`config.mk`:
```
export PLATFORM = sky130hd
export DESIGN_NAME = uart_tx_arbiter
export DESIGN_NICKNAME = d
export VERILOG_FILES = /design/src/rtl/uart_tx_arb_pkg.sv /design/src/rtl/uart_arb_rr_pick.sv /design/src/rtl/uart_tx_arbiter.sv
export SDC_FILE = /design/constraint.sdc
export NUM_CORES = 1
export LEC_CHECK = 0
export BUFFER_PORTS_ARGS = -buffer_cell sky130_fd_sc_hd__buf_2
export CAP_MARGIN = 40
export CORE_MARGIN = 3
export CORE_UTILIZATION = 44
export CTS_CLUSTER_SIZE = 12
export DETAILED_ROUTE_END_ITERATION = 10
export PLACE_DENSITY = 0.84
export SLEW_MARGIN = 20
export SYNTH_ARGS = -nofsm -noshare
export SYNTH_HDL_FRONTEND = slang
export SYNTH_HIERARCHICAL = 1
export SYNTH_SLANG_ARGS = --single-unit
export TNS_END_PERCENT = 100
```
`constraint.sdc`:
```
create_clock -name i_clk -period 2.06 [get_ports i_clk]
set_input_delay 0.309 -clock i_clk [delete_from_list [all_inputs] [get_ports i_clk]]
set_output_delay 0.309 -clock i_clk [all_outputs]
set_load 0.005 [all_outputs]
```
`src/rtl/uart_tx_arb_pkg.sv`:
```
// Shared types and constants for the UART TX arbiter.
package uart_tx_arb_pkg;

  typedef enum logic [1:0] {
    StIdle,
    StLaunch,
    StWaitBusy,
    StWaitDone
  } arb_state_e;

  localparam int unsigned DefBusyTimeout = 4;

  // Width of a requester index; never below one bit.
  function automatic int unsigned grant_w(input int unsigned n);
    return (n > 1) ? $clog2(n) : 1;
  endfunction

endpackage

```
`src/rtl/uart_arb_rr_pick.sv`:
```
// Combinational winner picker for the UART TX arbiter.
// UART_TX_ARB_FIXED_PRIO_EN: lowest index always wins (may starve higher indices);
// otherwise round-robin starting one past i_last and wrapping.
module uart_arb_rr_pick
  import uart_tx_arb_pkg::*;
#(
  parameter int unsigned NUM_REQ = 4,
  parameter int unsigned IdW     = grant_w(NUM_REQ)
) (
  input  logic [NUM_REQ-1:0] i_req,
  input  logic [IdW-1:0]     i_last,
  output logic               o_any,
  output logic [IdW-1:0]     o_idx
);

`ifdef UART_TX_ARB_FIXED_PRIO_EN
  logic w_unused_last;
  assign w_unused_last = ^i_last;

  // Scan downwards so the lowest asserted index is written last.
  always_comb begin
    o_any = 1'b0;
    o_idx = '0;
    for (int i = int'(NUM_REQ) - 1; i >= 0; i--) begin
      if (i_req[i]) begin
        o_any = 1'b1;
        o_idx = IdW'(i);
      end
    end
  end
`else
  logic [31:0] w_cand;

  // Scan offsets from farthest to nearest so the nearest candidate after i_last wins.
  always_comb begin
    o_any  = 1'b0;
    o_idx  = '0;
    w_cand = '0;
    for (int unsigned off = NUM_REQ; off >= 1; off--) begin
      w_cand = (32'(i_last) + off) % NUM_REQ;
      if (i_req[w_cand]) begin
        o_any = 1'b1;
        o_idx = IdW'(w_cand);
      end
    end
  end
`endif

endmodule

```
`src/rtl/uart_tx_arbiter.sv`:
```
// Shares one UART_TX serializer among NUM_REQ byte producers.
// Optional build macro: UART_TX_ARB_FIXED_PRIO_EN selects fixed priority in the picker.
module uart_tx_arbiter
  import uart_tx_arb_pkg::*;
#(
  parameter int unsigned WIDTH        = 8,
  parameter int unsigned NUM_REQ      = 4,
  parameter int unsigned BUSY_TIMEOUT = DefBusyTimeout
) (
  input  logic                         i_clk,
  input  logic                         i_rst,
  input  logic [NUM_REQ-1:0]           i_req_valid,
  input  logic [NUM_REQ*WIDTH-1:0]     i_req_data,
  input  logic [NUM_REQ-1:0]           i_req_par_en,
  input  logic [NUM_REQ-1:0]           i_req_par_typ,
  output logic [NUM_REQ-1:0]           o_req_ack,
  output logic [WIDTH-1:0]             o_tx_p_data,
  output logic                         o_tx_data_valid,
  output logic                         o_tx_par_en,
  output logic                         o_tx_par_typ,
  input  logic                         i_tx_busy,
  output logic [grant_w(NUM_REQ)-1:0]  o_grant_id,
  output logic                         o_active,
  output logic                         o_err
);

  localparam int unsigned IdW  = grant_w(NUM_REQ);
  localparam int unsigned CntW = $clog2(BUSY_TIMEOUT + 1);

  arb_state_e       r_state, w_state_next;
  logic [IdW-1:0]   r_grant_id, r_last_grant, w_pick_idx;
  logic             w_pick_any, w_grant, w_err_set;
  logic [WIDTH-1:0] r_tx_data;
  logic             r_par_en, r_par_typ, r_err;
  logic [CntW-1:0]  r_cnt, w_cnt_next;

  uart_arb_rr_pick #(
    .NUM_REQ (NUM_REQ),
    .IdW     (IdW)
  ) u_pick (
    .i_req  (i_req_valid),
    .i_last (r_last_grant),
    .o_any  (w_pick_any),
    .o_idx  (w_pick_idx)
  );

  // Next-state, grant strobe and busy-timeout counter.
  always_comb begin
    w_state_next = r_state;
    w_cnt_next   = r_cnt;
    w_grant      = 1'b0;
    w_err_set    = 1'b0;
    unique case (r_state)
      StIdle: begin
        // A busy line with no launch of ours is a stale/external frame: hold off.
        if (!i_tx_busy && w_pick_any) begin
          w_grant      = 1'b1;
          w_state_next = StLaunch;
        end
      end
      StLaunch: begin
        w_cnt_next   = '0;
        w_state_next = StWaitBusy;
      end
      StWaitBusy: begin
        if (i_tx_busy) begin
          w_state_next = StWaitDone;
        end else if (r_cnt == CntW'(BUSY_TIMEOUT - 1)) begin
          w_err_set    = 1'b1;
          w_state_next = StIdle;
        end else begin
          w_cnt_next = r_cnt + 1'b1;
        end
      end
      StWaitDone: begin
        if (!i_tx_busy) w_state_next = StIdle;
      end
      default: w_state_next = StIdle;
    endcase
  end

  // State, frame latches and sticky error; winner's config captured on the grant edge.
  always_ff @(posedge i_clk) begin
    if (i_rst) begin
      r_state      <= StIdle;
      r_cnt        <= '0;
      r_grant_id   <= '0;
      r_last_grant <= IdW'(NUM_REQ - 1);
      r_tx_data    <= '0;
      r_par_en     <= 1'b0;
      r_par_typ    <= 1'b0;
      r_err        <= 1'b0;
    end else begin
      r_state <= w_state_next;
      r_cnt   <= w_cnt_next;
      if (w_err_set) r_err <= 1'b1;
      if (w_grant) begin
        r_grant_id   <= w_pick_idx;
        r_last_grant <= w_pick_idx;
        r_tx_data    <= i_req_data[w_pick_idx*WIDTH +: WIDTH];
        r_par_en     <= i_req_par_en[w_pick_idx];
        r_par_typ    <= i_req_par_typ[w_pick_idx];
      end
    end
  end

  // Launch strobes are decoded from state so they last exactly one cycle.
  always_comb begin
    o_tx_data_valid = (r_state == StLaunch);
    o_req_ack       = o_tx_data_valid ? (NUM_REQ'(1) << r_grant_id) : '0;
    o_active        = (r_state != StIdle);
  end

  assign o_tx_p_data  = r_tx_data;
  assign o_tx_par_en  = r_par_en;
  assign o_tx_par_typ = r_par_typ;
  assign o_grant_id   = r_grant_id;
  assign o_err        = r_err;

endmodule

```
==> summary.txt <==
Route
  • WL final: ~2800 um
  • Pre-antenna DRT Iters: 6
  • Residual DRC count: 0
  • DR WL/cell: about 12 um
  • Post-route ant nets: 0
  • Iter 0 DRT Violations: 27
  • Vias/cell: approximately 5.3
  • Via count: roughly 1200

Global route
  • Initial antenna violation count: 0
  • Vias in the first global route: roughly 1200
  • First-pass GRT wire length: between 4000 and 5000 um
  • Overall routing resource usage: 17.5%
  • Largest net degree at the start of global routing: 21
  • Remaining global-route overflow: 0

Worst hold path
  • Hold path startpoint: i_rst
  • Hold EP: o_err$_SDFFE_PP0P_
  • Worst Hold Class: input pin to flop
  • WHS Path Cells: 2

Die
  • Effective utilization at floorplan: 47.3%
  • FP Rows: 18
  • Die area: 0.00340 mm2
  • Die width: a little under 60 um
  • Core area: around 0.0025 mm2
  • # IOs: 66
  • Die Y: between 50 and 60 um

Power
  • Max VDD drop: around 0.58 mV
  • P per Cell Area: around 720 mW/mm2
  • Leakage power: between 0.7 and 0.8 nW

STA
  • Period utilisation layout: approximately nine tenths
  • Worst Skew: about 0.008 ns
  • Highest Clock Rate: between 0.5 and 0.6 GHz
  • RSZ-0062 raised after global routing: no
  • Post-route setup slack: approximately 0.21 ns
  • Post-layout min period: 1.85 ns
  • Max Slew Vio Count: 0
  • Final setup viols: 0
  • Slew headroom: a little under three quarters
  • Sum Neg Setup Slack: 0 ns
  • Final Hold Vio Count: 0
  • Worst Max-Slew Pin Slew: 0.436 ns

Place
  • GPL Wtd Cong: 0.811
  • PortBufs: 65
  • DP Worst Slack: about 0.18 ns
  • HPWL Detailed: approximately 2300 um
  • Placed cell count: 227

CTS
  • Hold_buf cts: 0
  • Reg clk slew, reported paths: ~0.11 ns
  • Sink Count: 20
  • Clock latency on the worst-skew pair: 0.30 ns
  • H-tree depth: 1
  • Post-CTS Repair Setup Buffers: 0
  • CTS resizes: 0
  • Clock buffer depth: 2
  • CTS Root Cell: clkbuf_4
  • Num CTS Buffers: 3
  • CTS tree: done

Critical path
  • Reg-to-Reg Start: r_last_grant[1]$_SDFFE_PP1P_
  • Crit path max-delay cell type: mux4_1
  • Reg-to-reg slack, setup: approximately 0.21 ns
  • Top Family by Delay on Critical Path: multiplexers
  • CP Max Fanout: 11
  • WP buf/inv: 1
  • Slowest cell delay on critical path: approximately 0.54 ns
  • CP Data Arrival Time: 2.04 ns
  • WP data required: 2.25 ns
  • FF-to-FF path depth: 7
  • Critical path, cell by cell: nand2b_1, a21oi_2, o221ai_2, buf_12, mux4_1, nand2_1, a21oi_1
  • Worst Setup Path Type: flop to flop
  • Terminus of the critical flop-to-flop path: o_tx_p_data[4]$_SDFFE_PP0P_
  • Setup crit end kind: flop
  • Startpoint types: flop

Synth
  • Synth top cells by count: nand2_1 (31), a21oi_1 (20), dfxtp_1 (20), nor2_1 (10), mux4_2 (9)
  • Post-synthesis instance total: ~140
  • Syn_nets: approximately 190
  • Post-synthesis simple-gate area fraction: 20.6%
  • Post-Synth XOR/XNOR Area: 0%
  • #FFs+latches synth: 20
  • Yosys top cell area share: 33.3%
  • Ys flop type: dfxtp_1
  • Top cells by area, synth: dfxtp_1 (33%), mux4_2 (17%), nand2_1 (9.7%), a21oi_1 (8.3%), ha_1 (6.2%)
  • Number of synthesized flops with an enable pin: 0
  • Main combinational cell family by area after synthesis: simple AND/OR/NAND/NOR gates
  • Synth Area in Compound Gates: approximately 15%
  • Synth area leader: dfxtp_1
  • Asr flop ratio synth: 0%
  • Syn Area/Cell: between 8 and 9 um2
  • Post-synthesis mux area share: 19.9%
  • Ys Warns: 6
  • Adder-cell area share of the yosys netlist: 6.24%
  • Unique masters post-synth: 29
  • Count leader, synth: nand2_1
  • Post-synthesis sequential area ratio: between 30% and 40%
  • Synth Cell Area: approximately 0.0012 mm2

Cells and area
  • P&R area growth vs syn: 33.8%
  • Final design utilization: about 63%
  • Final-layout fill cell count: 217
  • Final instance count without filler cells: roughly 230
  • Number of diodes: 0
  • Multi-input logic area: approximately 740 um2
  • Final nets: around 260
  • Sequential cell area: 400 um2
  • Share of cells above drive strength 1: about two fifths

Run status
  • Status: finished, final reports clean

Job
  • Max_cap viols: 0
worst max path at each step:
stage,startpoint,to,slack [ns],depth (start not counted)
2_1_floorplan,r_last_grant[1]$_SDFFE_PP1P_,o_tx_p_data[5]$_SDFFE_PP0P_,0.35,7
3_3_place_gp,i_req_valid[2],o_tx_p_data[4]$_SDFFE_PP0P_,0.19,8
3_5_place_dp,i_req_valid[2],o_tx_p_data[4]$_SDFFE_PP0P_,0.18,8
4_1_cts,r_last_grant[1]$_SDFFE_PP1P_,o_tx_p_data[4]$_SDFFE_PP0P_,0.20,7
5_1_grt,r_last_grant[1]$_SDFFE_PP1P_,o_tx_p_data[4]$_SDFFE_PP0P_,0.1,7
6_report,r_last_grant[1]$_SDFFE_PP1P_,o_tx_p_data[4]$_SDFFE_PP0P_,0.21,7
stage by stage:
step                total power [mW]  area (um2)  hold slack (ns)
floorplan                      0.729        1200            0.436
global placement               0.855        1560            0.440
detailed placement             0.861        1560            0.446
CTS                             1.17        1610            0.387
global route                    1.24        1610            0.408
finish                          1.17        1610            0.395
cell usage in the layout, fill, tap and decap left out, types with 4 or more instances in the layout:
| master | netlist | layout |
|---|---|---|
| a21oi_1 | 20 | 20 |
| buf_2 | 2 | 65 |
| dfxtp_1 | 20 | 20 |
| ha_1 | 6 | 6 |
| inv_1 | 8 | 8 |
| mux4_2 | 9 | 9 |
| nand2_1 | 31 | 31 |
| nor2_1 | 10 | 10 |
| o21ai_0 | 4 | 4 |
final cells by class:
| class | count | area share, % |
|---|---|---|
| Clock buffer | 3 | 1.40 |
| Clock inverter | 1 | 1.86 |
| Inverter | 8 | 1.86 |
| Multi-Input combinational cell | 102 | 45.8 |
| Sequential cell | 20 | 24.9 |
| Tap cell | 30 | 2.33 |
| Timing Repair Buffer | 67 | 21.9 |
state kept, by name (all words and copies together) (netlist names):
register / count
o_err: 1
o_grant_id: 2
o_tx_p_data: 8
o_tx_par_en: 1
o_tx_par_typ: 1
r_cnt: 3
r_last_grant: 2
r_state: 2
per-layer routing:
| metal | share of wire (%) | global-route usage [%] | up-vias |
|---|---|---|---|
| met5 | 0 | 0 | - |
| met4 | 2.1 | 7.28 | 0 |
| met3 | 10 | 4.82 | 8 |
| met2 | 48 | 31.7 | 60 |
| met1 | 40 | 19.1 | 544 |
| li1 | - | - | 606 |
worst register-to-register path, delay by kind of cell, from the launching register on:
kind	cells	cell delay (ns)
buffers and inverters	1	0.18
and+or+nand+nor	2	0.24
DFF	1	0.45
muxes	1	0.54
AOI/OAI and AO/OA	3	0.33
cells by family after synthesis:
kind of cell	Yosys count
mux	11
flops	20
simple gates	55
fa+ha+maj	6
buf+inv	14
compound gates	30
power by group:
group / internal, mW / switching (mW) / leakage [nW]
Sequential: 0.429 / 0.0350 / 0.164
Combinational: 0.206 / 0.181 / 0.580
Clock: 0.197 / 0.118 / 0.0279
Total: 0.831 / 0.334 / 0.772
Note: power is estimated with default switching activity, not from simulation.
